--- config.mk ---
export PLATFORM = sky130hd
export DESIGN_NAME = mux_rr_arbiter
export DESIGN_NICKNAME = d
export VERILOG_FILES = /design/src/rtl/mux_rr_arbiter.sv
export SDC_FILE = /design/constraint.sdc
export NUM_CORES = 1
export LEC_CHECK = 0
export CAP_MARGIN = 20
export CELL_PAD_IN_SITES_DETAIL_PLACEMENT = 1
export CELL_PAD_IN_SITES_GLOBAL_PLACEMENT = 2
export CORE_MARGIN = 4
export CORE_UTILIZATION = 17
export DETAILED_ROUTE_END_ITERATION = 8
export PLACE_DENSITY_LB_ADDON = 0.1
export SYNTH_ARGS = -nofsm -noshare
export SYNTH_HDL_FRONTEND = slang
export SYNTH_SLANG_ARGS = --single-unit
--- constraint.sdc ---
create_clock -name clk -period 2.6 [get_ports clk]
set_input_delay 0.26 -clock clk [delete_from_list [all_inputs] [get_ports clk]]
set_output_delay 0.26 -clock clk [all_outputs]
set_load 0.03 [all_outputs]
--- src/rtl/mux_rr_arbiter.sv ---
// Four-way round-robin arbiter that steers the winning requester's word through a
// shared 4:1 mux into a valid/ready output register.

module mux32x4 #(
    parameter int unsigned WIDTH = 32
) (
    input  logic [1:0]       sel,
    input  logic [WIDTH-1:0] in0,
    input  logic [WIDTH-1:0] in1,
    input  logic [WIDTH-1:0] in2,
    input  logic [WIDTH-1:0] in3,
    output logic [WIDTH-1:0] y
);
    always_comb begin
        case (sel)
            2'd0:    y = in0;
            2'd1:    y = in1;
            2'd2:    y = in2;
            default: y = in3;
        endcase
    end
endmodule

module mux_rr_arbiter #(
    parameter int unsigned WIDTH = 32
) (
    input  logic             clk,
    input  logic             reset,
    input  logic [3:0]       req,
    input  logic [WIDTH-1:0] in0,
    input  logic [WIDTH-1:0] in1,
    input  logic [WIDTH-1:0] in2,
    input  logic [WIDTH-1:0] in3,
    output logic [3:0]       gnt,
    output logic [1:0]       sel,
    output logic [WIDTH-1:0] out_data,
    output logic             out_valid,
    input  logic             out_ready
);
    typedef enum logic {IDLE, HOLD} state_t;

    state_t           state;
    logic [1:0]       ptr;
    logic [3:0]       eff;
    logic [1:0]       winner;
    logic [1:0]       idx;
    logic             found;
    logic             cap;
    logic [WIDTH-1:0] mux_y;

    // A requester whose grant pulse is still visible has not yet had a chance to
    // drop its request, so it is masked for exactly that cycle.
    assign eff = req & ~gnt;

    always_comb begin
        found  = 1'b0;
        winner = ptr;
        idx    = ptr;
        for (int unsigned k = 0; k < 4; k++) begin
            idx = ptr + 2'(k);
            if (!found && eff[idx]) begin
                found  = 1'b1;
                winner = idx;
            end
        end
    end

    assign cap = found && (state == IDLE || out_ready);

    mux32x4 #(.WIDTH(WIDTH)) u_mux (
        .sel (winner),
        .in0 (in0),
        .in1 (in1),
        .in2 (in2),
        .in3 (in3),
        .y   (mux_y)
    );

    always_ff @(posedge clk) begin
        if (reset) begin
            state     <= IDLE;
            ptr       <= '0;
            out_data  <= '0;
            out_valid <= 1'b0;
            gnt       <= '0;
            sel       <= '0;
        end else begin
            gnt <= '0;
            if (cap) begin
                out_data  <= mux_y;
                out_valid <= 1'b1;
                gnt       <= 4'b0001 << winner;
                sel       <= winner;
                ptr       <= winner + 2'd1;
                state     <= HOLD;
            end else if (state == HOLD && out_ready) begin
                out_valid <= 1'b0;
                state     <= IDLE;
            end
        end
    end
endmodule

### After elaboration in Yosys (flattened, before gate mapping)

Cells that the tools add are included.
W data, S select, Z words.

| storage, ports and cells | value |
|---|---|
| input bits | 135 |
| word-level logic and storage cells | 50 |
| output and inout bits | 39 |
| register bits | 41 |

| operators by class | value |
|---|---|
| shift-type cells | 1 |
| multiplexer cells | 18 |
| magnitude comparators | 4 |
| reduce and logical (&&, ||, !) cells | 12 |
| add/subtract/negate cells | 4 |
| bitwise gates (word level) | 4 |
| equal/unequal tests | 2 |

Operator list:

| operator | count |
|---|---|
| $pmux W32 S3 | 1 |
| $lt A2 B3 Y1 const B | 4 |
| $mux W1 | 10 |
| $bmux W1 S2 | 4 |
| $mux W2 | 3 |
| $logic_and A1 B1 Y1 | 5 |
| $add A2 B1 Y2 const B | 2 |
| $add A2 B2 Y2 const B | 2 |
| $and A4 B4 Y4 | 1 |
| $not A4 Y4 | 1 |
| $shl A1 B2 Y4 const A | 1 |
| $logic_not A1 Y1 | 3 |
| $eq A2 B1 Y1 const B | 1 |
| $eq A2 B2 Y1 const B | 1 |
| $logic_not A2 Y1 | 1 |
| $not A1 Y1 | 2 |
| $reduce_bool A2 Y1 | 1 |
| $reduce_or A2 Y1 | 1 |
| $logic_or A1 B1 Y1 | 1 |

### Depth between registers and ports, before layout

Gate-level depths: netlist of run 1.

| depth | value |
|---|---|
| depth after elaboration | 17 |
| depth in mapped cells | 12 |
| gate-level depth less buffers | 9 |

### By module

Synthesis of run 1 repeated with hierarchy kept, for this count alone.

| second synthesis, totals | value |
|---|---|
| cells, all modules | 227 |
| area total of the unflattened synthesis | 2,401.1 sq um |

By module, submodules not included:

| module | sequential area each (sq um) | cells an instance | times used | area each (sq um) |
|---|---|---|---|---|
| mux_rr_arbiter | 820.8 | 188 | 1 | 1,586.5 |
| mux32x4 | 0.0 | 39 | 1 | 814.5 |

### Worst setup path before layout of run 1

OpenSTA, ideal clock, no wires.

| timing path | value |
|---|---|
| path kind | register to register |
| start | register gnt[1] |
| end | register out_data[15] |
| library setup time | 0.135 ns |
| period minus slack after synthesis | 2.287 ns |
| data required time | 2.465 ns |
| buffers on the path | 1 |
| data arrival time | 2.152 ns |
| cell stages (with the launch flop) | 11 |
| slack | 0.313 ns |
| cell sequence | dfxtp_1 -> and2b_4 -> a311o_1 -> o21ai_4 -> inv_2 -> ha_1 -> clkbuf_1 -> a222oi_1 -> o21ai_0 -> nand2_1 -> a21oi_1 |

| on the way | value |
|---|---|
| longest elaborated chain between the ends | 16 |
| elaborated cells on any way between the ends | 28 |
| those cells by class | eq/ne: 2; mux: 16; bitwise: 2; reduce/logical: 8 |

RTL lines:

| element | line | text |
|---|---|---|
| start: declaration | 34 | `output logic [3:0] gnt,` |
| start signal: assignment | 92 | `gnt <= 4'b0001 << winner;` |
| $not A4 Y4 (*) | 53 | `assign eff = req & ~gnt;` |
| $and A4 B4 Y4 (*) | 53 |  |
| $bmux W1 S2 | 61 | `if (!found && eff[idx]) begin` |
| $mux W1 (not written as such) | 61 |  |
| $mux W1 | 61 |  |
| $logic_not A1 Y1 | 61 |  |
| $logic_and A1 B1 Y1 | 61 |  |
| $mux W1 | 61 |  |
| $logic_not A1 Y1 | 61 |  |
| $logic_and A1 B1 Y1 | 61 |  |
| $mux W1 | 61 |  |
| $logic_not A1 Y1 | 61 |  |
| $logic_and A1 B1 Y1 | 61 |  |
| $mux W2 (*) | 61 |  |
| net u_mux.sel[0] | 7 | `input logic [1:0] sel,` |
| $eq A2 B2 Y1 (tied with other cells) | 15 | `case (sel)` |
| $pmux W32 S3 (*) | 15 |  |
| end signal: assignment | 90 | `out_data <= mux_y;` |
| end: declaration | 36 | `output logic [WIDTH-1:0] out_data,` |

The timed path passes the listed nets; every way through them passes the cells marked *. The select of a mux whose other input is x is not followed.
A chain may end at the register's enable or synchronous reset.

### Final worst setup path of run 1

| timing path | value |
|---|---|
| start | input req[0] |
| end | register out_data[13] |

| on the way | value |
|---|---|
| longest elaborated chain between the ends | 15 |
| elaborated cells on any way between the ends | 27 |
| those cells by class | eq/ne: 2; mux: 16; bitwise: 1; reduce/logical: 8 |

RTL lines:

| element | line | text |
|---|---|---|
| start: declaration | 29 | `input logic [3:0] req,` |
| $and A4 B4 Y4 (*) | 53 |  |
| $bmux W1 S2 | 61 |  |
| $mux W1 (not written as such) | 61 |  |
| $mux W1 | 61 |  |
| $logic_not A1 Y1 | 61 |  |
| $logic_and A1 B1 Y1 | 61 |  |
| $mux W1 | 61 |  |
| $logic_not A1 Y1 | 61 |  |
| $logic_and A1 B1 Y1 | 61 |  |
| $mux W1 | 61 |  |
| $logic_not A1 Y1 | 61 |  |
| $logic_and A1 B1 Y1 | 61 |  |
| $mux W2 | 61 |  |
| $eq A2 B2 Y1 (tied with other cells) | 15 |  |
| $pmux W32 S3 | 15 |  |

Mark *: on every way between the ends. The rest lies on a longest branch, timed or not. The select of a mux whose other input is x is not followed.

==> impl_metrics.py, run 1 <==
metrics = {
    "cts": {
        "htreeDepth": 2,
        "clock_path_buffers": 2,
        "hold_buffers": 0,
        "cts_sinks": 41,
        "clock_latency_ns": 0.28,
        "tritoncts": "done",
        "root_buffer": "clkbuf_16",
        "clk_pin_slew_ns": 0.06,
        "numCtsBuffers": 5,
    },
    "final_layout": {
        "regArea_um2": 820.8,
        "fill_cells": 1633,
        "syn_to_final_growth_pct": 92.80,
        "num-nets-final": 623,
        "diodes": 0,
        "drive_gt1_share_pct": 9.711,
        "utilization_pct": 34.11,
        "multiInputGateArea_um2": 1443,
    },
    "timing": {
        "max_freq_ghz": 0.4090,
        "finalSetupViolations": 0,
        "min_period_over_period_pct": 94.03,
        "maxSlewViolCount": 0,
        "tns_ns": 0,
        "timing.hold.ws_ns": 0.3913,
        "slew_headroom_pct": 65.05,
        "fin_crit_ns": 2.445,
        "worst_slew_pin_slew_ns": 0.5242,
        "fin_skew_ns": 0.005799,
        "hold_violations": 0,
    },
    "floorplanning": {
        "io_pins": 174,
        "die_w_um": 126.3,
        "rows": 42,
        "die_h_um": 126.3,
        "coreArea_um2": 13450,
        "initial_utilization_pct": 17.69,
        "dieArea_um2": 15960,
    },
    "routing": {
        "antenna_left": 0,
        "routed_via_density": 4.617,
        "num_vias": 3047,
        "first_pass_iters": 8,
        "post_drt_wl_per_cell_um": 17.06,
        "dr.first_iter.drc_count": 238,
        "wl_mm": 11.26,
        "drc": 0,
    },
    "worst_setup_path": {
        "worstPathMaxFanout": 16,
        "crit_type": "in -> reg",
        "critical_path_required_ns": 2.82,
        "critPathLaunchType": "primary input",
        "crit_path_end_kind": "flip-flop",
        "critPathArrivalTime_ns": 2.66,
    },
    "logic_synthesis": {
        "async_flop_share_pct": 0,
        "ys.flop_type": "dfxtp_1",
        "syn_inst": 311,
        "synth_enable_flop_cells": 0,
        "synth_cell_types": 33,
        "synth-seq-area-share_pct": 34.49,
        "yosysWarnings": 0,
        "ys_seq_elements": 41,
        "synth_fp_nets": 450,
        "syn_avg_cell_area_um2": 7.652,
        "synth_area_um2": 2380,
    },
    "global_route": {
        "first_global_vias": 3282,
        "grt_max_degree": 33,
        "grt.overflow.total": 0,
        "antenna_found_initial": 0,
        "grt_usage_pct": 13.94,
        "grt_pass1_wl_mm": 17.86,
    },
    "power": {
        "p_per_area_nw_per_um2": 750.5,
        "leakagePower_uw": 0.001632,
        "ir_drop_uv": 334.2,
    },
    "outcome": {
        "status": "finished, final reports clean",
    },
    "worst_hold_path": {
        "hold_class": "in -> reg",
    },
    "placed_design": {
        "gp_congestion": 0.7687,
        "hpwlAfterDp_mm": 8.516,
        "io_buffers": 173,
    },
    "job": {
        "drv_cap": 0,
    },
}
[what timing repair did]
action                     4_1_cts  5_1_grt
buffers inserted                 0        0
gates resized for setup          0        9
setup endpoints to repair        0       20
[area by class of cell]
type,instances,share of cell area [%]
clock buffer,7,3.109
inverter,1,0.08181
tap,176,4.800
sequential,41,17.89
timing repair buffer,194,42.68
multi-input combinational,241,31.44
[synthesized netlist by cell type (2+ instances only)]
cell type	instances	area, um^2
nor2_1	6	22.52
a21oi_1	33	165.2
nor2b_4	2	27.53
clkbuf_1	20	75.07
ha_1	4	50.05
nand2_1	98	367.9
dfxtp_1	41	820.8
buf_4	3	22.52
buf_6	3	33.78
nand2b_1	6	37.54
a211oi_2	2	25.02
buf_2	2	10.01
and2b_4	2	20.02
o21ai_0	35	175.2
nand3b_1	2	15.01
a222oi_1	32	320.3
nor4_1	2	12.51
a211oi_1	3	22.52
[path summary, 6_finish.rpt]
kind	depth (start not counted)	endpoint	start	slack [ns]
worst min-delay path	2	out_data[25]	reset	0.39
worst max-delay path	11	out_data[13]	req[0]	0.16
worst min register to register	2	out_data[6]	out_data[6]	0.45
worst max register to register	10	out_data[13]	gnt[0]	0.26
[critical path: stages]
cell	delay, ns
clkdlybuf4s50_1	0.54
nor3b_4	0.24
nor2_1	0.12
or2_2	0.30
nand2_1	0.11
ha_1	0.25
buf_12	0.17
a222oi_1	0.09
o21ai_0	0.34
nand2_1	0.10
a21oi_1	0.14
[state kept, by name, indices dropped and copies added (netlist names)]
name	count
gnt	4
out_data	32
ptr	2
sel	2
state	1
[routing by layer]
layer,wire [um],global-route usage (%),vias to the layer above,part of all wire [%]
li1,-,-,1495,-
met1,4758,16.92,1426,42
met2,5400,23.66,117,48
met3,946,5.086,9,8.4
met4,153,3.155,0,1.4
met5,0,0,-,0
[where the power goes]
part	leakage (uW)	switching, uW	internal [uW]	total [uW]
Sequential	0.000338	89.5	774	864
Clock	0.0000700	248	377	625
Combinational	0.00122	1040	917	1950
Total	0.00163	1380	2070	3440
[stage by stage]
step	worst slack [ns]	cell area, um^2	total power [uW]	cells
after global placement	-0.1526	4409	2817	653
after floorplan	0.3126	2380	1931	311
after CTS	0.08851	4552	3487	660
after detailed placement	-0.2030	4409	2832	653
final	0.1551	4588	3443	660
after global routing	-0.02093	4588	3707	660
[cells by family after synthesis]
family	synth area share (%)
compound gates	34.86
buf+inv	6.098
fa+ha+maj	2.103
simple gates	22.45
flops	34.49
[cells in the final DEF (no fill, tap or decap), types with 3 or more instances in the layout]
master / n
clkdlybuf4s50_1: 172
nand2_1: 98
dfxtp_1: 41
o21ai_0: 34
a21oi_1: 33
a222oi_1: 32
buf_4: 13
nand2b_1: 6
nor2_1: 5
clkbuf_16: 5
buf_12: 5
a211oi_2: 3
ha_1: 3
buf_6: 3
No activity file was read; power rests on OpenSTA's default activity.
==> inputs of run 2 (changes only) <==
--- a/config.mk
+++ b/config.mk
@@ -5,9 +5,10 @@
 export SDC_FILE = /design/constraint.sdc
 export NUM_CORES = 1
 export LEC_CHECK = 0
-export CAP_MARGIN = 20
+export CAP_MARGIN = 5
 export CELL_PAD_IN_SITES_DETAIL_PLACEMENT = 1
 export CELL_PAD_IN_SITES_GLOBAL_PLACEMENT = 2
+export CORE_ASPECT_RATIO = 0.8
 export CORE_MARGIN = 4
 export CORE_UTILIZATION = 17
 export DETAILED_ROUTE_END_ITERATION = 8
==> run 2 against run 1 <==
  * Worst hold slack gained 0.019 ns
  * Global-route usage grew 0.57 points
  * Via count shrank 0.98%
  * Critical path depth is the same
  * First-iteration DRC count shrank 10%
==> impl_metrics.py, run 2 (synthesis gave the netlist of run 1 again) <==
metrics = {
    "worst_setup_path": {
        "crit_type": "in -> reg",
        "critical_path_required_ns": 2.76,
        "worst-path-buf-inv": 3,
        "critical_path.top_delay_family": "compound AO/OA/AOI/OAI gates",
        "critPathArrivalTime_ns": 2.54,
        "worstPathMaxFanout": 19,
        "cp_cell_sequence": "clkdlybuf4s50_1, nand2b_1, a311o_1, o21ai_4, inv_2, ha_1, buf_12, a222oi_1, o21ai_0, nand2_1, a21oi_1",
        "slowest_delay_ns": 0.53,
        "critPathLaunchType": "primary input",
        "crit_path_end_kind": "flip-flop",
        "cp_slowest_cell": "clkdlybuf4s50_1",
    },
    "routing": {
        "dr.first_iter.drc_count": 214,
        "antenna_left": 0,
        "num_vias": 3017,
        "wl_mm": 11.36,
        "routed_via_density": 4.523,
        "post_drt_wl_per_cell_um": 17.04,
        "first_pass_iters": 5,
        "drc": 0,
    },
    "cts": {
        "clk_pin_slew_ns": 0.07,
        "clock_path_buffers": 2,
        "tritoncts": "done",
        "post-cts-setup-buffer-count": 0,
        "htreeDepth": 2,
        "numCtsBuffers": 5,
        "clock_latency_ns": 0.30,
        "root_buffer": "clkbuf_16",
        "cts_sinks": 41,
    },
    "final_layout": {
        "drive_gt1_share_pct": 10.06,
        "layout_common_cells": "172 x clkdlybuf4s50_1, 98 x nand2_1, 41 x dfxtp_1",
        "num-nets-final": 625,
        "top_regs": "out_data: 32 flops, gnt: 4 flops",
        "utilization_pct": 33.70,
        "final_cells": 667,
        "design_area_um2": 4598,
        "diodes": 0,
        "top_register": "out_data",
        "syn_to_final_growth_pct": 93.22,
        "largest_reg_flops": 32,
        "final_common_cell": "clkdlybuf4s50_1",
    },
    "floorplanning": {
        "io_pins": 174,
        "coreArea_um2": 13650,
        "rows": 38,
        "die_h_um": 113.8,
        "die_w_um": 140.3,
        "initial_utilization_pct": 17.44,
        "dieArea_um2": 15970,
    },
    "global_route": {
        "grt.overflow.total": 0,
        "grt_max_degree": 34,
        "grt_pass1_wl_mm": 18.26,
        "first_global_vias": 3380,
        "antenna_found_initial": 0,
        "grt_usage_pct": 14.51,
    },
    "timing": {
        "fin_crit_ns": 2.375,
        "rsz0062_at_grt": "no",
        "hold_violations": 0,
        "max_freq_ghz": 0.4210,
        "min_period_over_period_pct": 91.36,
        "slew_headroom_pct": 64.08,
        "layout_setup_ws_ns": 0.2245,
        "fin_skew_ns": 0.008008,
        "tns_ns": 0,
        "finalSetupViolations": 0,
        "worst_slew_pin_slew_ns": 0.5387,
        "maxSlewViolCount": 0,
    },
    "placed_design": {
        "dp_slack_ns": -0.1254,
        "hpwlAfterDp_mm": 8.569,
        "io_buffers": 173,
        "dp_cells": 659,
        "placed_area_um2": 4442,
        "gp_congestion": 0.7456,
    },
    "job": {
        "drv_cap": 0,
    },
    "worst_hold_path": {
        "hold_class": "in -> reg",
    },
    "power": {
        "p_per_area_nw_per_um2": 752.0,
        "leakagePower_uw": 0.001641,
        "ir_drop_uv": 253.6,
    },
    "outcome": {
        "status": "finished, final reports clean",
    },
}
## run 2: changes by cell type in the layout (fill, tap and decap cells not counted), sizes merged
cell      delta
buf          +2
clkinv       +2
clkbuf       -2
clkinvlp     +1
## run 2: repair_timing
action,in CTS,in global routing
hold buffers,0,0
endpoints found under the hold margin,0,0
endpoints found under the setup margin,0,10
resized for setup,0,4
## run 2: worst paths after layout
| kind | to | start | slack [ns] | depth (start not counted) |
|---|---|---|---|---|
| max | out_data[15] | req[0] | 0.22 | 11 |
| min | out_data[4] | reset | 0.41 | 2 |
| max reg2reg | out_data[15] | gnt[0] | 0.29 | 10 |
| min reg2reg | out_data[29] | out_data[29] | 0.45 | 2 |
## run 2: final cells by class
class | instances | area, um^2
fillers | 1590 | 9047
clock inverters | 3 | 17.52
clock buffers | 5 | 125.1
well taps | 180 | 225.2
inverters | 1 | 3.754
flip-flops and latches | 41 | 820.8
multi-input cells | 241 | 1428
repair buffers | 196 | 1978
## run 2: power by group
part	total (uW)	switching, uW	internal (uW)
clock network	633	281	353
logic	1970	1040	925
registers	859	84.5	774
## run 2: metal layers
layer	track usage (%)	up-vias	wire length, um
li1	-	1497	-
met1	17.59	1389	4944
met4	2.905	0	79
met3	7.628	4	1275
met5	0	-	0
met2	23.12	127	5065
## run 2: stage by stage
stage | hold WS [ns] | total power, uW
after floorplan | 0.5182 | 1931
after global placement | 0.4381 | 2842
after detailed placement | 0.4464 | 2856
after CTS | 0.4315 | 3521
after global routing | 0.4434 | 3753
final | 0.4104 | 3458
